--- src/rtl/cbus_arbiter_pkg.sv ---
// Shared CBus types plus the arbiter FSM state enum.
// Used by cbus_arbiter (optional macro CBUS_ARB_RR_EN selects round-robin).
package cbus_arbiter_pkg;

  typedef enum logic [2:0] {
    MLEN1  = 3'd0,
    MLEN2  = 3'd1,
    MLEN4  = 3'd2,
    MLEN8  = 3'd3,
    MLEN16 = 3'd4
  } cbus_len_t;

  typedef struct packed {
    logic        valid;
    logic        is_write;
    logic [31:0] addr;
    cbus_len_t   len;
    logic [3:0]  strb;
    logic [31:0] data;
  } cbus_req_t;

  typedef struct packed {
    logic        ready;
    logic        last;
    logic [31:0] data;
  } cbus_resp_t;

  typedef enum logic {
    ARB_IDLE = 1'b0,
    ARB_BUSY = 1'b1
  } cbus_arb_state_t;

  // Beats in a burst of the given encoded length.
  function automatic int unsigned mlen_beats(input cbus_len_t len);
    return 32'd1 << len;
  endfunction

endpackage

--- src/rtl/cbus_arb_picker.sv ---
// Combinational winner selection for cbus_arbiter.
// CBUS_ARB_RR_EN: round-robin from last_grant+1; otherwise lowest index wins.
module cbus_arb_picker
  import cbus_arbiter_pkg::*;
#(
  parameter int NUM_INPUTS = 2,
  parameter int IDX_BITS   = $clog2(NUM_INPUTS)
) (
  input  logic [NUM_INPUTS-1:0] valid,
  input  logic [IDX_BITS-1:0]   last_grant,
  output logic [IDX_BITS-1:0]   winner,
  output logic                  any_valid
);

  assign any_valid = |valid;

`ifdef CBUS_ARB_RR_EN
  int idx;

  // Walk the ring farthest-first so the nearest valid requester overwrites last.
  always_comb begin
    winner = '0;
    idx    = 0;
    for (int k = NUM_INPUTS; k >= 1; k--) begin
      idx = (int'(last_grant) + k) % NUM_INPUTS;
      if (valid[idx]) winner = IDX_BITS'(idx);
    end
  end
`else
  logic unused_last_grant;
  assign unused_last_grant = ^last_grant;

  always_comb begin
    winner = '0;
    for (int i = NUM_INPUTS - 1; i >= 0; i--) begin
      if (valid[i]) winner = IDX_BITS'(i);
    end
  end
`endif

endmodule

--- src/rtl/cbus_arbiter.sv ---
// Burst-granular arbiter sharing one CBus among NUM_INPUTS cache requesters.
// Macro CBUS_ARB_RR_EN: round-robin picker with a last_grant pointer.
module cbus_arbiter
  import cbus_arbiter_pkg::*;
#(
  parameter int NUM_INPUTS = 2,
  parameter int IDX_BITS   = $clog2(NUM_INPUTS)
) (
  input  logic                clk,
  input  logic                resetn,
  input  cbus_req_t           ireqs  [NUM_INPUTS],
  output cbus_resp_t          oresps [NUM_INPUTS],
  output cbus_req_t           oreq,
  input  cbus_resp_t          oresp,
  output logic                busy,
  output logic [IDX_BITS-1:0] grant_idx
);

  cbus_arb_state_t       state;
  logic [NUM_INPUTS-1:0] valid_vec;
  logic [IDX_BITS-1:0]   winner;
  logic [IDX_BITS-1:0]   last_grant;
  logic                  any_valid;
  logic                  burst_done;

  for (genvar i = 0; i < NUM_INPUTS; i++) begin : g_valid
    assign valid_vec[i] = ireqs[i].valid;
  end

  cbus_arb_picker #(
    .NUM_INPUTS (NUM_INPUTS),
    .IDX_BITS   (IDX_BITS)
  ) u_picker (
    .valid      (valid_vec),
    .last_grant (last_grant),
    .winner     (winner),
    .any_valid  (any_valid)
  );

  assign burst_done = oresp.ready & oresp.last;

  // Grant is sticky for the whole burst; only last releases it.
  always_ff @(posedge clk or negedge resetn) begin
    if (!resetn) begin
      state     <= ARB_IDLE;
      busy      <= 1'b0;
      grant_idx <= '0;
    end else begin
      case (state)
        ARB_IDLE: begin
          if (any_valid) begin
            state     <= ARB_BUSY;
            busy      <= 1'b1;
            grant_idx <= winner;
          end
        end
        ARB_BUSY: begin
          if (burst_done) begin
            state <= ARB_IDLE;
            busy  <= 1'b0;
          end
        end
        default: begin
          state <= ARB_IDLE;
          busy  <= 1'b0;
        end
      endcase
    end
  end

`ifdef CBUS_ARB_RR_EN
  always_ff @(posedge clk or negedge resetn) begin
    if (!resetn)                             last_grant <= '0;
    else if (state == ARB_IDLE && any_valid) last_grant <= winner;
  end
`else
  assign last_grant = '0;
`endif

  always_comb begin
    oreq = '0;
    if (state == ARB_BUSY) oreq = ireqs[grant_idx];
  end

  // Non-owners see all-zero responses so they cannot mistake another burst's beats.
  for (genvar i = 0; i < NUM_INPUTS; i++) begin : g_resp
    assign oresps[i] = (state == ARB_BUSY && grant_idx == IDX_BITS'(i)) ? oresp : '0;
  end

endmodule
--- config.mk ---
export PLATFORM = sky130hd
export DESIGN_NAME = cbus_arbiter
export DESIGN_NICKNAME = d
export VERILOG_FILES = /design/src/rtl/cbus_arbiter_pkg.sv /design/src/rtl/cbus_arb_picker.sv /design/src/rtl/cbus_arbiter.sv
export SDC_FILE = /design/constraint.sdc
export NUM_CORES = 1
export LEC_CHECK = 0
export BUFFER_PORTS_ARGS = -buffer_cell sky130_fd_sc_hd__buf_4
export CORE_AREA = 2 2 125 127
export CTS_BUF_LIST = sky130_fd_sc_hd__clkbuf_2
export DETAILED_ROUTE_END_ITERATION = 8
export DIE_AREA = 0 0 127 129
export SLEW_MARGIN = 20
export SYNTH_ARGS = -nofsm -noshare
export SYNTH_HDL_FRONTEND = slang
export SYNTH_SLANG_ARGS = --single-unit
--- constraint.sdc ---
create_clock -name clk -period 1.2 [get_ports clk]
set_input_delay 0.18 -clock clk [delete_from_list [all_inputs] [get_ports clk]]
set_output_delay 0.18 -clock clk [all_outputs]
set_load 0.01 [all_outputs]
**After elaboration in Yosys (flattened, before gate mapping)**

Cells that the tools add are included.

- Flip-flop bits (word level): 3
- Input bits: 182
- Output and inout bits: 143
- Word-level logic and storage cells: 29

- $lt $le $gt $ge: 1
- Equal/unequal tests: 2
- Multiplexer cells: 14
- Bitwise logic cells: 4
- Reductions and logical operators: 5

Operator list:

| kind | count |
|---|---|
| $mux 73 | 4 |
| $mux 34 | 2 |
| $mux 1 | 6 |
| $pmux 1 s2 | 2 |
| $reduce_and 2->1 | 2 |
| $ge 2x2->1 const B | 1 |
| $logic_and 1x1->1 | 2 |
| $ne 2x1->1 const B | 1 |
| $ne 2x2->1 const B | 1 |
| $not 1->1 | 2 |
| $not 1->2 | 1 |
| $reduce_or 2->1 | 1 |
| $and 1x1->1 | 1 |

**Longest topological paths before layout**

- Depth in word-level cells: 5
- Depth in mapped cells: 4
- Gate-level depth less buffers: 2

**Hierarchy**

From an unflattened synthesis, not the netlist that was laid out.

- Cell total of the unflattened synthesis: 254
- Area, all modules: 2060.7 um^2

By module, submodules not included:

| module | times used | cells each | area each (um^2) | seq. area each (um^2) |
|---|---|---|---|---|
| cbus_arbiter | 1 | 252 | 2048.2 | 75.1 |
| cbus_arb_picker | 1 | 2 | 12.5 | 0.0 |

**Worst setup path after synthesis**

OpenSTA, ideal clock, no wires.

- Path kind: reg-to-output
- Start point: reg grant_idx
- End point: out oresps[37] in the netlist's numbering
- Arrival time: 1046 ps
- Required time: 1020 ps
- Setup slack: -26 ps
- Stages on the path, launching flop included: 5
- Buffers on the path: 2
- Cell sequence: dfrtp_1 buf_6 nor2b_4 buf_6 and2_1

RTL lines:

| element | RTL line | text |
|---|---|---|
| start, declared | cbus_arbiter.sv:16 | `output logic [IDX_BITS-1:0] grant_idx` |
| start signal, assigned | cbus_arbiter.sv:54 | `grant_idx <= winner;` |
| end, declared | cbus_arbiter.sv:12 | `output cbus_resp_t oresps [NUM_INPUTS],` |

==> impl_metrics.json <==
{
  "power_density_nw_per_um2": 877,
  "cts_num_sinks": 3,
  "fin_total_pwr_w": 0.00399,
  "synth_area_sq_um": 1820,
  "drtAntennaViolNets": 0,
  "fmax_mhz": 625,
  "h-tree-depth": 1,
  "syn_avg_cell_area_sq_um": 7.21,
  "combPwrFrac_pct": 92.9,
  "rsz0062_at_grt": "true",
  "grt_max_degree": 44,
  "ys_ff_latch": 3,
  "grt-ovfl-total": 0,
  "final-max-slew-violation-count": 0,
  "grt_pass1_vias": 2844,
  "cap_viol_max_count": 0,
  "initial_core_util_pct": 12.1,
  "leakage_nw": 2.66,
  "antenna_found_initial": 1,
  "io_pins": 325,
  "die-area_sq_um": 16400,
  "cts_tree": "yes",
  "drc": 0,
  "switchingPower_w": 0.00169,
  "io_buffers": 324,
  "layout-drive-gt1-share_pct": 62.3,
  "holdPathStages": 2,
  "syn_inst": 252,
  "worst_clock_skew_ns": 0.00188,
  "track_usage_pct": 11.1,
  "yosysWarnings": 0,
  "worstRegToRegCells": 3,
  "cp_max_fo": 19,
  "drtIter0Drc": 86,
  "clkSlewWorstSetupHoldPaths_ns": 0.04,
  "cts_buffers": 3,
  "violations": "setup timing",
  "crit_path_start_kind": "register",
  "firstDrtPassIters": 4,
  "path_class": "reg2out",
  "min_period_over_period_pct": 133,
  "ys_types": 19,
  "hold_viol_final": 0,
  "dp.cells": 755,
  "holdWs_ns": 0.194,
  "synth_nets": 434,
  "setup_violations": 142,
  "min_path_type": "in2reg",
  "worst_ep_arrival_time_ns": 1.42,
  "fin_cells": 765,
  "core_area_sq_um": 15000,
  "dpl.hpwl_mm": 8.54,
  "power.internal_w": 0.00231,
  "die_w_um": 127,
  "wl_per_cell_um": 13.5,
  "peakVddDrop_v": 0.000337,
  "cp.required_ns": 1.02,
  "endpoint_kind": "primary output",
  "vias": 3015,
  "viasPerCell": 3.94,
  "die_y_um": 129,
  "worst_slack_ns": -0.400,
  "syn_to_final_growth_pct": 150,
  "seq_power_share_pct": 3.5,
  "cpPeakStageDelay_ns": 0.47,
  "crit_chain": "buf_6 -> nor2b_4 -> buf_12 -> and2_4 -> buf_4",
  "post-route-min-period_ns": 1.60,
  "gp_congestion": 0.795,
  "max-slew-margin-rel_pct": 87.5,
  "clock_latency_ns": 0.21,
  "totalWireLength_mm": 10.3,
  "tightest_slew_ns": 0.182,
  "finalNetCount": 759,
  "cts.path.max_buffers": 2,
  "seq_area_frac_synth_pct": 4.13,
  "status": "complete, but fails checks",
  "grt_pass1_wl_mm": 14.4,
  "clkPwrFrac_pct": 3.5,
  "swShare_pct": 42.2,
  "critPathSlowestCell": "dfrtp_4",
  "rows": 45,
  "ctsRootBufferMaster": "clkbuf_2"
}
cell usage after synthesis:
cell type / n / area share [%]
a31oi_1: 1 / 0.34
and2_1: 34 / 12
buf_12: 1 / 1.1
a21boi_0: 1 / 0.41
a2bb2oi_1: 1 / 0.48
and3_1: 34 / 12
o32a_1: 1 / 0.55
buf_4: 1 / 0.41
nor2_1: 73 / 15
nor3_1: 1 / 0.28
clkbuf_1: 5 / 1.0
buf_2: 7 / 1.9
nor2b_1: 1 / 0.34
buf_8: 6 / 5.0
buf_6: 7 / 4.3
dfrtp_1: 3 / 4.1
nor2b_4: 1 / 0.76
mux2i_1: 73 / 40
inv_1: 1 / 0.21
power by group through the flow:
| stage | registers (W) | logic, W | clock network (W) |
|---|---|---|---|
| after floorplan | 0.000137 | 0.00188 | 0 |
| after global placement | 0.000184 | 0.00355 | 0 |
| after detailed placement | 0.000185 | 0.00356 | 0 |
| after CTS | 0.000139 | 0.00373 | 0.000153 |
| after global routing | 0.000143 | 0.00399 | 0.000164 |
| final | 0.000140 | 0.00371 | 0.000141 |
cell usage in the layout, fill, tap and decap left out:
cell type,instances
a21boi_0,1
a2bb2oi_1,1
a31oi_1,1
and2_1,33
and2_4,1
and3_1,33
and3_4,1
buf_12,5
buf_4,335
buf_6,4
buf_8,2
clkbuf_2,4
dfrtp_1,2
dfrtp_4,1
diode_2,1
dlygate4sd3_1,1
inv_2,1
mux2i_1,69
mux2i_2,4
nor2_1,73
nor2b_1,1
nor2b_4,1
nor3_1,1
o32a_1,1
cells by family after synthesis:
group	Yosys count	synth area share, %
AOI/OAI and AO/OA	4	1.79
buffers and inverters	28	14.0
DFF	3	4.13
muxes	73	40.2
and+or+nand+nor	144	39.9
repair_timing:
action,CTS,global route
buffers inserted,3,0
cloned,1,0
hold buffers,1,0
gates resized for setup,9,6
endpoints found under the hold margin,3,0
setup endpoints to repair,142,142
final timing paths:
kind / endpoint / slack (ns) / from
setup / recovery: oresps[44] / -0.40 / grant_idx
hold / removal: grant_idx / 0.19 / ireqs[145]
max in group asynchronous: grant_idx / 0.71 / resetn
setup reg to reg: grant_idx / 0.13 / grant_idx
hold reg to reg: busy / 0.54 / busy
min in group asynchronous: state / 0.38 / resetn
worst max-delay path, delay by kind of cell (launching register included):
kind          cells  cell delay (ns)
simple gates      2             0.32
buf+inv           3             0.41
flops             1             0.47
sequential cells by signal, summed over array words and instances (netlist names):
| signal | flops |
|---|---|
| busy | 1 |
| grant_idx | 1 |
| state | 1 |
cell type report:
class / instances / area (sq um)
well taps: 188 / 235
inverters: 1 / 3.75
flip-flops and latches: 3 / 78.8
clock buffers: 4 / 20.0
repair buffers: 347 / 2700
fillers: 1655 / 10400
multi-input cells: 221 / 1510
diodes: 1 / 2.50
metrics by stage:
stage	instance area [sq um]	TNS [ns]	setup WS (ns)	util, %
2_1_floorplan	1820	-0.856	-0.0257	-
3_3_place_gp	4440	-18.62	-0.202	29.6
3_5_place_dp	4440	-19.59	-0.245	29.6
4_1_cts	4530	-51.73	-0.435	30.2
5_1_grt	4550	-59.47	-0.490	30.4
6_report	4550	-47.82	-0.400	30.4
per-layer routing:
metal / routed length [um] / vias up / global-route usage [%] / share of wire [%]
li1: - / 1500 / - / -
met1: 3660 / 1314 / 11.5 / 36
met2: 5420 / 191 / 21.6 / 53
met3: 1040 / 10 / 3.04 / 10
met4: 163 / 0 / 3.68 / 1.6
met5: 0 / - / 0 / 0
(Power assumes the default switching activity.)
